--- src/rtl/otter_mem_arbiter_if.sv ---
// Bundles the requester and memory-side signals of otter_mem_arbiter.
// The slave modport is the arbiter. The master modport is the requesters plus the memory.
// ConflictCnt is present only when OTTER_ARB_PERF_EN is defined.
interface otter_mem_arbiter_if;
   logic        IfReq;
   logic [31:0] IfAddr;
   logic        IfGnt;
   logic        IfValid;
   logic [31:0] IfRdata;
   logic        DReq;
   logic        DWe;
   logic [31:0] DAddr;
   logic [31:0] DWdata;
   logic [3:0]  DBe;
   logic        DGnt;
   logic        DValid;
   logic [31:0] DRdata;
   logic        MemReq;
   logic        MemWe;
   logic        MemSel;
   logic [31:0] MemAddr;
   logic [31:0] MemWdata;
   logic [3:0]  MemBe;
   logic        MemReady;
   logic [31:0] MemRdata;
`ifdef OTTER_ARB_PERF_EN
   logic [31:0] ConflictCnt;
`endif

   modport slave (
      input  IfReq, IfAddr, DReq, DWe, DAddr, DWdata, DBe, MemReady, MemRdata,
      output IfGnt, IfValid, IfRdata, DGnt, DValid, DRdata,
             MemReq, MemWe, MemSel, MemAddr, MemWdata, MemBe
`ifdef OTTER_ARB_PERF_EN
      , output ConflictCnt
`endif
   );

   modport master (
      output IfReq, IfAddr, DReq, DWe, DAddr, DWdata, DBe, MemReady, MemRdata,
      input  IfGnt, IfValid, IfRdata, DGnt, DValid, DRdata,
             MemReq, MemWe, MemSel, MemAddr, MemWdata, MemBe
`ifdef OTTER_ARB_PERF_EN
      , input ConflictCnt
`endif
   );
endinterface

--- src/rtl/otter_mem_arbiter.sv ---
// Shares the unified memory port between fetch (IF) and data (D) requesters. D has priority, and a streak limiter prevents IF starvation.
// Latency: the grant is combinational in IDLE, and xValid arrives one cycle after MemReady. Each access occupies at least 2 cycles.
// Backpressure: requests are held until their grant, and the FSM waits indefinitely on MemReady. Macro OTTER_ARB_PERF_EN adds ConflictCnt.
module otter_mem_arbiter #(
   parameter int MAX_D_STREAK = 4
) (
   input logic CLK,
   input logic RST_N,
   otter_mem_arbiter_if.slave bus
);
   localparam logic [1:0] ST_IDLE    = 2'd0;
   localparam logic [1:0] ST_BUSY_IF = 2'd1;
   localparam logic [1:0] ST_BUSY_D  = 2'd2;
   localparam logic [3:0] MAX_S      = 4'(MAX_D_STREAK);

   logic [1:0]  state_q, state_d;
   logic [3:0]  streak_q, streak_d;
   logic [31:0] addr_q, wdata_q, if_rdata_q, d_rdata_q;
   logic [3:0]  be_q;
   logic        we_q, if_valid_q, d_valid_q;
   logic        idle, if_force, if_gnt, d_gnt;

   // Grant decision: D wins ties unless the D streak has reached its limit
   always_comb begin
      idle     = (state_q == ST_IDLE);
      if_force = bus.IfReq && (streak_q == MAX_S);
      d_gnt    = idle && bus.DReq && !if_force;
      if_gnt   = idle && bus.IfReq && !d_gnt;
   end

   // Next state and streak: the streak counts D wins only while IF waits
   always_comb begin
      state_d  = state_q;
      streak_d = streak_q;
      case (state_q)
         ST_IDLE: begin
            if (d_gnt)       state_d = ST_BUSY_D;
            else if (if_gnt) state_d = ST_BUSY_IF;
         end
         ST_BUSY_IF, ST_BUSY_D: begin
            if (bus.MemReady) state_d = ST_IDLE;
         end
         default: state_d = ST_IDLE;
      endcase
      if (if_gnt)
         streak_d = 4'd0;
      else if (d_gnt && bus.IfReq && streak_q != MAX_S)
         streak_d = streak_q + 4'd1;
   end

   // FSM and streak registers
   always_ff @(posedge CLK or negedge RST_N) begin
      if (!RST_N) begin
         state_q  <= ST_IDLE;
         streak_q <= 4'd0;
      end else begin
         state_q  <= state_d;
         streak_q <= streak_d;
      end
   end

   // Capture the winner's request so requesters can move on after the grant
   always_ff @(posedge CLK or negedge RST_N) begin
      if (!RST_N) begin
         addr_q  <= 32'd0;
         wdata_q <= 32'd0;
         be_q    <= 4'd0;
         we_q    <= 1'b0;
      end else if (d_gnt) begin
         addr_q  <= bus.DAddr;
         wdata_q <= bus.DWdata;
         be_q    <= bus.DBe;
         we_q    <= bus.DWe;
      end else if (if_gnt) begin
         addr_q  <= bus.IfAddr;
      end
   end

   // Completion: register read data and pulse Valid in the first IDLE cycle
   always_ff @(posedge CLK or negedge RST_N) begin
      if (!RST_N) begin
         if_valid_q <= 1'b0;
         d_valid_q  <= 1'b0;
         if_rdata_q <= 32'd0;
         d_rdata_q  <= 32'd0;
      end else begin
         if_valid_q <= (state_q == ST_BUSY_IF) && bus.MemReady;
         d_valid_q  <= (state_q == ST_BUSY_D) && bus.MemReady;
         if ((state_q == ST_BUSY_IF) && bus.MemReady)
            if_rdata_q <= bus.MemRdata;
         if ((state_q == ST_BUSY_D) && bus.MemReady && !we_q)
            d_rdata_q <= bus.MemRdata;
      end
   end

   assign bus.IfGnt    = if_gnt;
   assign bus.DGnt     = d_gnt;
   assign bus.IfValid  = if_valid_q;
   assign bus.DValid   = d_valid_q;
   assign bus.IfRdata  = if_rdata_q;
   assign bus.DRdata   = d_rdata_q;
   assign bus.MemReq   = !idle;
   assign bus.MemSel   = (state_q == ST_BUSY_D);
   assign bus.MemWe    = (state_q == ST_BUSY_D) && we_q;
   assign bus.MemAddr  = addr_q;
   assign bus.MemWdata = wdata_q;
   assign bus.MemBe    = be_q;

`ifdef OTTER_ARB_PERF_EN
   logic [31:0] conflict_q;
   logic        stalled;

   assign stalled = (bus.IfReq && !if_gnt) || (bus.DReq && !d_gnt);

   // Count cycles where at least one requester waits; wraps naturally
   always_ff @(posedge CLK or negedge RST_N) begin
      if (!RST_N)       conflict_q <= 32'd0;
      else if (stalled) conflict_q <= conflict_q + 32'd1;
   end

   assign bus.ConflictCnt = conflict_q;
`endif
endmodule

--- src/flat_wrapper.sv ---
// flat-port wrapper written by rule: the top's interface ports become plain ports
module otter_mem_arbiter_flat 
#(
   parameter int MAX_D_STREAK = 4
)
  (CLK, RST_N, bus_IfReq, bus_IfAddr, bus_DReq, bus_DWe, bus_DAddr, bus_DWdata, bus_DBe, bus_MemReady, bus_MemRdata, bus_IfGnt, bus_IfValid, bus_IfRdata, bus_DGnt, bus_DValid, bus_DRdata, bus_MemReq, bus_MemWe, bus_MemSel, bus_MemAddr, bus_MemWdata, bus_MemBe);
  otter_mem_arbiter_if bus_i ();
  input logic CLK;
  input logic RST_N;
  input wire logic [$bits(bus_i.IfReq)-1:0] bus_IfReq;
  input wire logic [$bits(bus_i.IfAddr)-1:0] bus_IfAddr;
  input wire logic [$bits(bus_i.DReq)-1:0] bus_DReq;
  input wire logic [$bits(bus_i.DWe)-1:0] bus_DWe;
  input wire logic [$bits(bus_i.DAddr)-1:0] bus_DAddr;
  input wire logic [$bits(bus_i.DWdata)-1:0] bus_DWdata;
  input wire logic [$bits(bus_i.DBe)-1:0] bus_DBe;
  input wire logic [$bits(bus_i.MemReady)-1:0] bus_MemReady;
  input wire logic [$bits(bus_i.MemRdata)-1:0] bus_MemRdata;
  output wire logic [$bits(bus_i.IfGnt)-1:0] bus_IfGnt;
  output wire logic [$bits(bus_i.IfValid)-1:0] bus_IfValid;
  output wire logic [$bits(bus_i.IfRdata)-1:0] bus_IfRdata;
  output wire logic [$bits(bus_i.DGnt)-1:0] bus_DGnt;
  output wire logic [$bits(bus_i.DValid)-1:0] bus_DValid;
  output wire logic [$bits(bus_i.DRdata)-1:0] bus_DRdata;
  output wire logic [$bits(bus_i.MemReq)-1:0] bus_MemReq;
  output wire logic [$bits(bus_i.MemWe)-1:0] bus_MemWe;
  output wire logic [$bits(bus_i.MemSel)-1:0] bus_MemSel;
  output wire logic [$bits(bus_i.MemAddr)-1:0] bus_MemAddr;
  output wire logic [$bits(bus_i.MemWdata)-1:0] bus_MemWdata;
  output wire logic [$bits(bus_i.MemBe)-1:0] bus_MemBe;
  assign bus_i.IfReq = bus_IfReq;
  assign bus_i.IfAddr = bus_IfAddr;
  assign bus_i.DReq = bus_DReq;
  assign bus_i.DWe = bus_DWe;
  assign bus_i.DAddr = bus_DAddr;
  assign bus_i.DWdata = bus_DWdata;
  assign bus_i.DBe = bus_DBe;
  assign bus_i.MemReady = bus_MemReady;
  assign bus_i.MemRdata = bus_MemRdata;
  assign bus_IfGnt = bus_i.IfGnt;
  assign bus_IfValid = bus_i.IfValid;
  assign bus_IfRdata = bus_i.IfRdata;
  assign bus_DGnt = bus_i.DGnt;
  assign bus_DValid = bus_i.DValid;
  assign bus_DRdata = bus_i.DRdata;
  assign bus_MemReq = bus_i.MemReq;
  assign bus_MemWe = bus_i.MemWe;
  assign bus_MemSel = bus_i.MemSel;
  assign bus_MemAddr = bus_i.MemAddr;
  assign bus_MemWdata = bus_i.MemWdata;
  assign bus_MemBe = bus_i.MemBe;
  otter_mem_arbiter #(.MAX_D_STREAK(MAX_D_STREAK)) u_core (.CLK(CLK), .RST_N(RST_N), .bus(bus_i));
endmodule
--- config.mk ---
export PLATFORM = sky130hd
export DESIGN_NAME = otter_mem_arbiter_flat
export DESIGN_NICKNAME = d
export VERILOG_FILES = /design/src/rtl/otter_mem_arbiter_if.sv /design/src/rtl/otter_mem_arbiter.sv /design/src/flat_wrapper.sv
export SDC_FILE = /design/constraint.sdc
export NUM_CORES = 1
export LEC_CHECK = 0
export CORE_ASPECT_RATIO = 0.9
export CORE_UTILIZATION = 30
export DETAILED_ROUTE_END_ITERATION = 16
export PLACE_DENSITY_LB_ADDON = 0.08
export SLEW_MARGIN = 25
export SYNTH_ARGS = -nofsm -noshare
export SYNTH_HDL_FRONTEND = slang
export SYNTH_SLANG_ARGS = --single-unit
--- constraint.sdc ---
create_clock -name CLK -period 3.13 [get_ports CLK]
set_input_delay 0.626 -clock CLK [delete_from_list [all_inputs] [get_ports CLK]]
set_output_delay 0.626 -clock CLK [all_outputs]
set_load 0.01 [all_outputs]
==> flow_summary.toml, run 1 <==
[sta]
min_period_over_period = 0.905
hold_violations = 0
fin_tns_setup_ps = 0
tightest_slew_ps = 657
whs_ps = 234
drv_slew = 0
relSlewSlack = 0.562
period_minus_slack_ps = 2830
rsz0062_at_grt = "false"
fmax_mhz = 353
setup_violations = 0
finClkSkew_ps = 10.8

[final_layout]
final_cell_mix = "275 x clkdlybuf4s50_1, 141 x dfrtp_1, 90 x mux2_2, 34 x o21ai_0, 34 x a21oi_1"
final_common_cell = "clkdlybuf4s50_1"
drive_above_1_share = 0.206
fin_area_um2 = 9460
fin_nets = 868
syn_to_final_growth_pct = 62.0
utilization = 0.495
diodes = 0
regArea_um2 = 3530
multi_input_area_um2 = 2100
num-fill-cells = 1701

[logic_synthesis]
netlist_area_um2 = 5840
ys_warn_count = 0
syn_inst = 447
synth-seq-area-share = 0.604
yosys-top-cells-area = "dfrtp_1 60%, mux2_2 17%, a31oi_1 3.5%"
synthDistinctLibCells = 32
synth_fp_nets = 590
yosysTopAreaCellShare = 0.604
yosysTopAreaCell = "dfrtp_1"
syn_avg_cell_area_um2 = 13.1
synth_seq_cells = 141

[power_and_ir_drop]
cellLeakagePower_nw = 3.94
power_density_nw_per_um2 = 1020
ir_drop_v = 0.000444
finalPower_mw = 9.62

[grt]
grt_pass1_wl_um = 26200
grt_pass1_vias = 4966
antenna_found_initial = 0
track_usage = 0.169
overflow = 0
grt_max_degree = 70

[job]
cap_violations = 0

[floorplan]
die_w_um = 149
start_util = 0.306
rows = 48
ios = 277
core_um2 = 19100
die_y_um = 134
dieArea_um2 = 20000

[detailed_routing]
drtPass1Iterations = 7
via_per_inst = 4.70
num_vias = 4647
wl_met3_um = 1410
drt-initial-drc-count = 142
routed_wl_um = 16600
drc = 0
top_layer = "met4"
met2_wirelength_um = 7970
postRouteAntennaNets = 0
avgRoutedWirePerCell_um = 16.8
drt-met1-wl_um = 6970

[worst_setup_path]
endpoint_kind = "output port"
cp-start-kind = "flop"
critical_path_arrival_ps = 2210
crit_required_ps = 2500
worstPathCellList = "inv_1 > ha_1 > and2_1 > nand2_4 > inv_4 > clkdlybuf4s50_1"
max_stage_delay_ps = 560
path_class = "reg2out"
slowest_stage = "clkdlybuf4s50_1"
cp_max_fo = 9

[clocking]
clk_pin_slew_ps = 60
worst_skew_pair.late_latency_ps = 410
post_cts_buffers = 0
cts_made_buffers = 17
cts_max_path_buffers = 2
cts-htree-levels = 4
cts_tree = "done"
ctsResizeCount = 0
cts_root_buffer = "clkbuf_16"
clock-sinks = 141
cts_hold_buf = 0

[placed_design]
io_buffers = 276
dpl_cell_area_um2 = 8860
routabilityCongestion = 0.763
dp.final_hpwl_um = 11600

[status]
status = "completed"

[worst_hold_path]
hold_class = "in2async"
cells in the mapped netlist (all sizes together):
master,n
dfrtp,141
mux2,101
o21ai,35
a21oi,34
a31oi,33
nor2,33
buf,17
clkbuf,15
inv,9
nand2,6
ha,5
and2,3
mux2i,2
nand2b,2
o21a,2
a32o,1
and3b,1
and4b,1
nand3,1
nand4,1
nand4b,1
nor2b,1
o22ai,1
o31ai,1
routing by layer:
metal	up-vias	track usage
li1	2153	-
met5	-	0
met1	2282	0.209
met3	15	0.0585
met4	0	0.0522
met2	197	0.276
path summary, 6_finish.rpt:
path	to	slack, ps	cells past startpoint	startpoint
max in group asynchronous	u_core.bus.MemAddr[11]	2210	2	RST_N
worst min register to register	u_core.bus.IfRdata[12]	500	1	u_core.bus.IfRdata[12]
min in group CLK	u_core.bus.IfRdata[12]	500	1	u_core.bus.IfRdata[12]
worst max register to register	u_core.bus.MemWdata[24]	1070	6	u_core.state_q[0]
worst min-delay path	u_core.bus.DRdata[16]	230	1	RST_N
worst max-delay path	bus_DGnt	300	6	u_core.state_q[0]
critical path: cells and delay by family (launching register included):
family | cells | cell delay, ps
buf+inv | 3 | 730
fa+ha+maj | 1 | 360
simple gates | 2 | 320
flops | 1 | 380
cell type report:
class / count / share of cell area
clock buffers: 19 / 0.0468
multi-input cells: 265 / 0.222
well taps: 250 / 0.0331
flip-flops and latches: 141 / 0.373
clock inverters: 13 / 0.0163
repair buffers: 291 / 0.305
inverters: 9 / 0.00383
cell families (layout without fill, tap and decap cells):
family                   after synthesis  after routing  synth area share
buffers and inverters                 41            332            0.0375
multiplexers                         103            103             0.205
flip-flops                           141            141             0.604
adder cells (fa/ha/maj)                5              5            0.0107
AND/OR/NAND/NOR                       50             50            0.0420
AO/OA/AOI/OAI                        107            107             0.101
where the power goes:
group	switching, mW	internal [mW]
logic	1.79	2.60
clock network	0.822	1.22
registers	0.463	2.74
total	3.07	6.55
registers in the layout, indices dropped and copies added (netlist names):
register,cells
u_core.bus.DRdata,32
u_core.bus.DValid,1
u_core.bus.IfRdata,32
u_core.bus.IfValid,1
u_core.bus.MemAddr,32
u_core.bus.MemBe,4
u_core.bus.MemWdata,32
u_core.state_q,2
u_core.streak_q,4
u_core.we_q,1
per-stage QoR:
stage | worst slack, ps | cells
floorplan | 1050 | 447
global placement | 325 | 956
detailed placement | 318 | 956
CTS | 255 | 988
global route | 185 | 988
finish | 299 | 988
Note: power is estimated with default switching activity, not from simulation.
==> inputs of run 2 (changes only) <==
--- a/config.mk
+++ b/config.mk
@@ -8,6 +8,8 @@
 export CORE_ASPECT_RATIO = 0.9
 export CORE_UTILIZATION = 30
 export DETAILED_ROUTE_END_ITERATION = 16
+export GPL_ROUTABILITY_DRIVEN = 0
+export MAX_ROUTING_LAYER = met4
 export PLACE_DENSITY_LB_ADDON = 0.08
 export SLEW_MARGIN = 25
 export SYNTH_ARGS = -nofsm -noshare
==> run 2 against run 1 <==
Power about the same. Critical endpoint unchanged. Highest routed layer unchanged. Sequential share of layout area unchanged. Combinational power about the same. Utilization unchanged.
==> flow_summary.toml, run 2 (synthesis results as in run 1) <==
[worst_setup_path]
critical-path-top-delay-family = "buffers and inverters"
endpoint_kind = "output port"
path_class = "reg2out"
slowest_stage = "clkdlybuf4s50_1"
cp_max_fo = 9
critical_path_arrival_ps = 2200
r2r_start = "u_core.state_q[0]"
crit_required_ps = 2500
worstPathCellList = "inv_1 > ha_1 > and2_1 > nand2_4 > inv_4 > clkdlybuf4s50_1"
endpoint = "bus_DGnt"
path_buf_inv = 3
reg2reg_slack_ps = 1080
crit_start = "u_core.state_q[0]"
reg2reg_depth = 6
timing.rr.end = "u_core.bus.MemWdata[24]"
max_stage_delay_ps = 560
path_depth = 6
cp-start-kind = "flop"

[grt]
antenna_found_initial = 0
top_usage_layer = "met2"
grtUsageMet2 = 0.276
track_usage = 0.174
grt_use_met3 = 0.0476
grt_max_degree = 70
grt_pass1_wl_um = 26100
grt_pass1_vias = 4982
overflow = 0
met1_usage = 0.216

[final_layout]
num-fill-cells = 1701
regArea_um2 = 3530
fin_nets = 868
drive_above_1_share = 0.206
final_cell_mix = "275 x clkdlybuf4s50_1, 141 x dfrtp_1, 90 x mux2_2, 34 x o21ai_0, 34 x a21oi_1"
diodes = 0
final_common_cell = "clkdlybuf4s50_1"
multi_input_area_um2 = 2100
syn_to_final_growth_pct = 62.0

[clocking]
clk_pin_slew_ps = 60
ctsResizeCount = 0
cts_hold_buf = 0
cts_made_buffers = 17
cts_root_buffer = "clkbuf_16"
worst_skew_pair.late_latency_ps = 410
cts-htree-levels = 4
cts_max_path_buffers = 2
clock-sinks = 141
post_cts_buffers = 0
cts_tree = "done"

[sta]
period_minus_slack_ps = 2830
min_period_over_period = 0.903
finClkSkew_ps = 10.2
setup_violations = 0
final.setup.worst_slack_ps = 304
tightest_slew_ps = 659
drv_slew = 0
relSlewSlack = 0.561
fmax_mhz = 354
hold_violations = 0
rsz0062_at_grt = "false"
fin_tns_setup_ps = 0

[detailed_routing]
drc = 0
via_per_inst = 4.73
routed_wl_um = 16500
postRouteAntennaNets = 0
num_vias = 4677
drtPass1Iterations = 6
drt-initial-drc-count = 142
avgRoutedWirePerCell_um = 16.7

[floorplan]
die_w_um = 149
die_y_um = 134
start_util = 0.306
rows = 48
ios = 277
core_um2 = 19100
dieArea_um2 = 20000

[placed_design]
io_buffers = 276
dp_slack_ps = 318
dp.final_hpwl_um = 11600

[power_and_ir_drop]
power_density_nw_per_um2 = 1020
ir_drop_v = 0.000444
cellLeakagePower_nw = 3.94

[worst_hold_path]
hold_class = "in2async"

[job]
cap_violations = 0

[status]
status = "completed"
-- run 2: cell counts in the layout (fill, tap and decap cells not counted) --
Identical to the previous run, type by type.
-- run 2: how the worst min path moves through the flow --
stage / endpoint / slack, ps / start
final: u_core.bus.DRdata[16] / 230 / RST_N
after global placement: u_core.bus.DRdata[6] / 480 / u_core.bus.DRdata[6]
after detailed placement: u_core.bus.IfRdata[12] / 490 / u_core.bus.IfRdata[12]
after floorplan: u_core.bus.DRdata[0] / 330 / RST_N
after global routing: u_core.bus.DRdata[16] / 250 / RST_N
after CTS: u_core.bus.DRdata[16] / 240 / RST_N
-- run 2: report_power, final --
| part | switching (mW) | internal, mW | total [mW] |
|---|---|---|---|
| Combinational | 1.78 | 2.60 | 4.39 |
| Clock | 0.820 | 1.22 | 2.04 |
| Sequential | 0.462 | 2.74 | 3.20 |
-- run 2: final cells by class --
class | count | share of cell area
sequential | 141 | 0.373
tap | 250 | 0.0331
clock inverter | 13 | 0.0163
clock buffer | 19 | 0.0468
multi-input combinational | 265 | 0.222
inverter | 9 | 0.00383
timing repair buffer | 291 | 0.305
-- run 2: routing by layer --
layer | up-vias | wire (µm)
li1 | 2149 | -
met1 | 2305 | 7120
met2 | 208 | 8000
met3 | 15 | 1190
met4 | 0 | 220
met5 | - | 0
-- run 2: per-stage QoR --
stage               std cells  total power [mW]  area (µm²)  hold slack (ps)  utilization
global route              988              10.2        9460              254        0.495
finish                    988              9.62        9460              233        0.495
CTS                       988              9.77        9460              239        0.495
detailed placement        956              7.67        8860              491        0.464
global placement          956              7.58        8860              483        0.464
floorplan                 447              5.21        5840              330            -
==> inputs of run 3 (changes only) <==
--- a/config.mk
+++ b/config.mk
@@ -5,6 +5,7 @@
 export SDC_FILE = /design/constraint.sdc
 export NUM_CORES = 1
 export LEC_CHECK = 0
+export CAP_MARGIN = 20
 export CORE_ASPECT_RATIO = 0.9
 export CORE_UTILIZATION = 30
 export DETAILED_ROUTE_END_ITERATION = 16
==> results of run 3 <==
The final DEF is identical to that of run 2; final timing and power are the same.
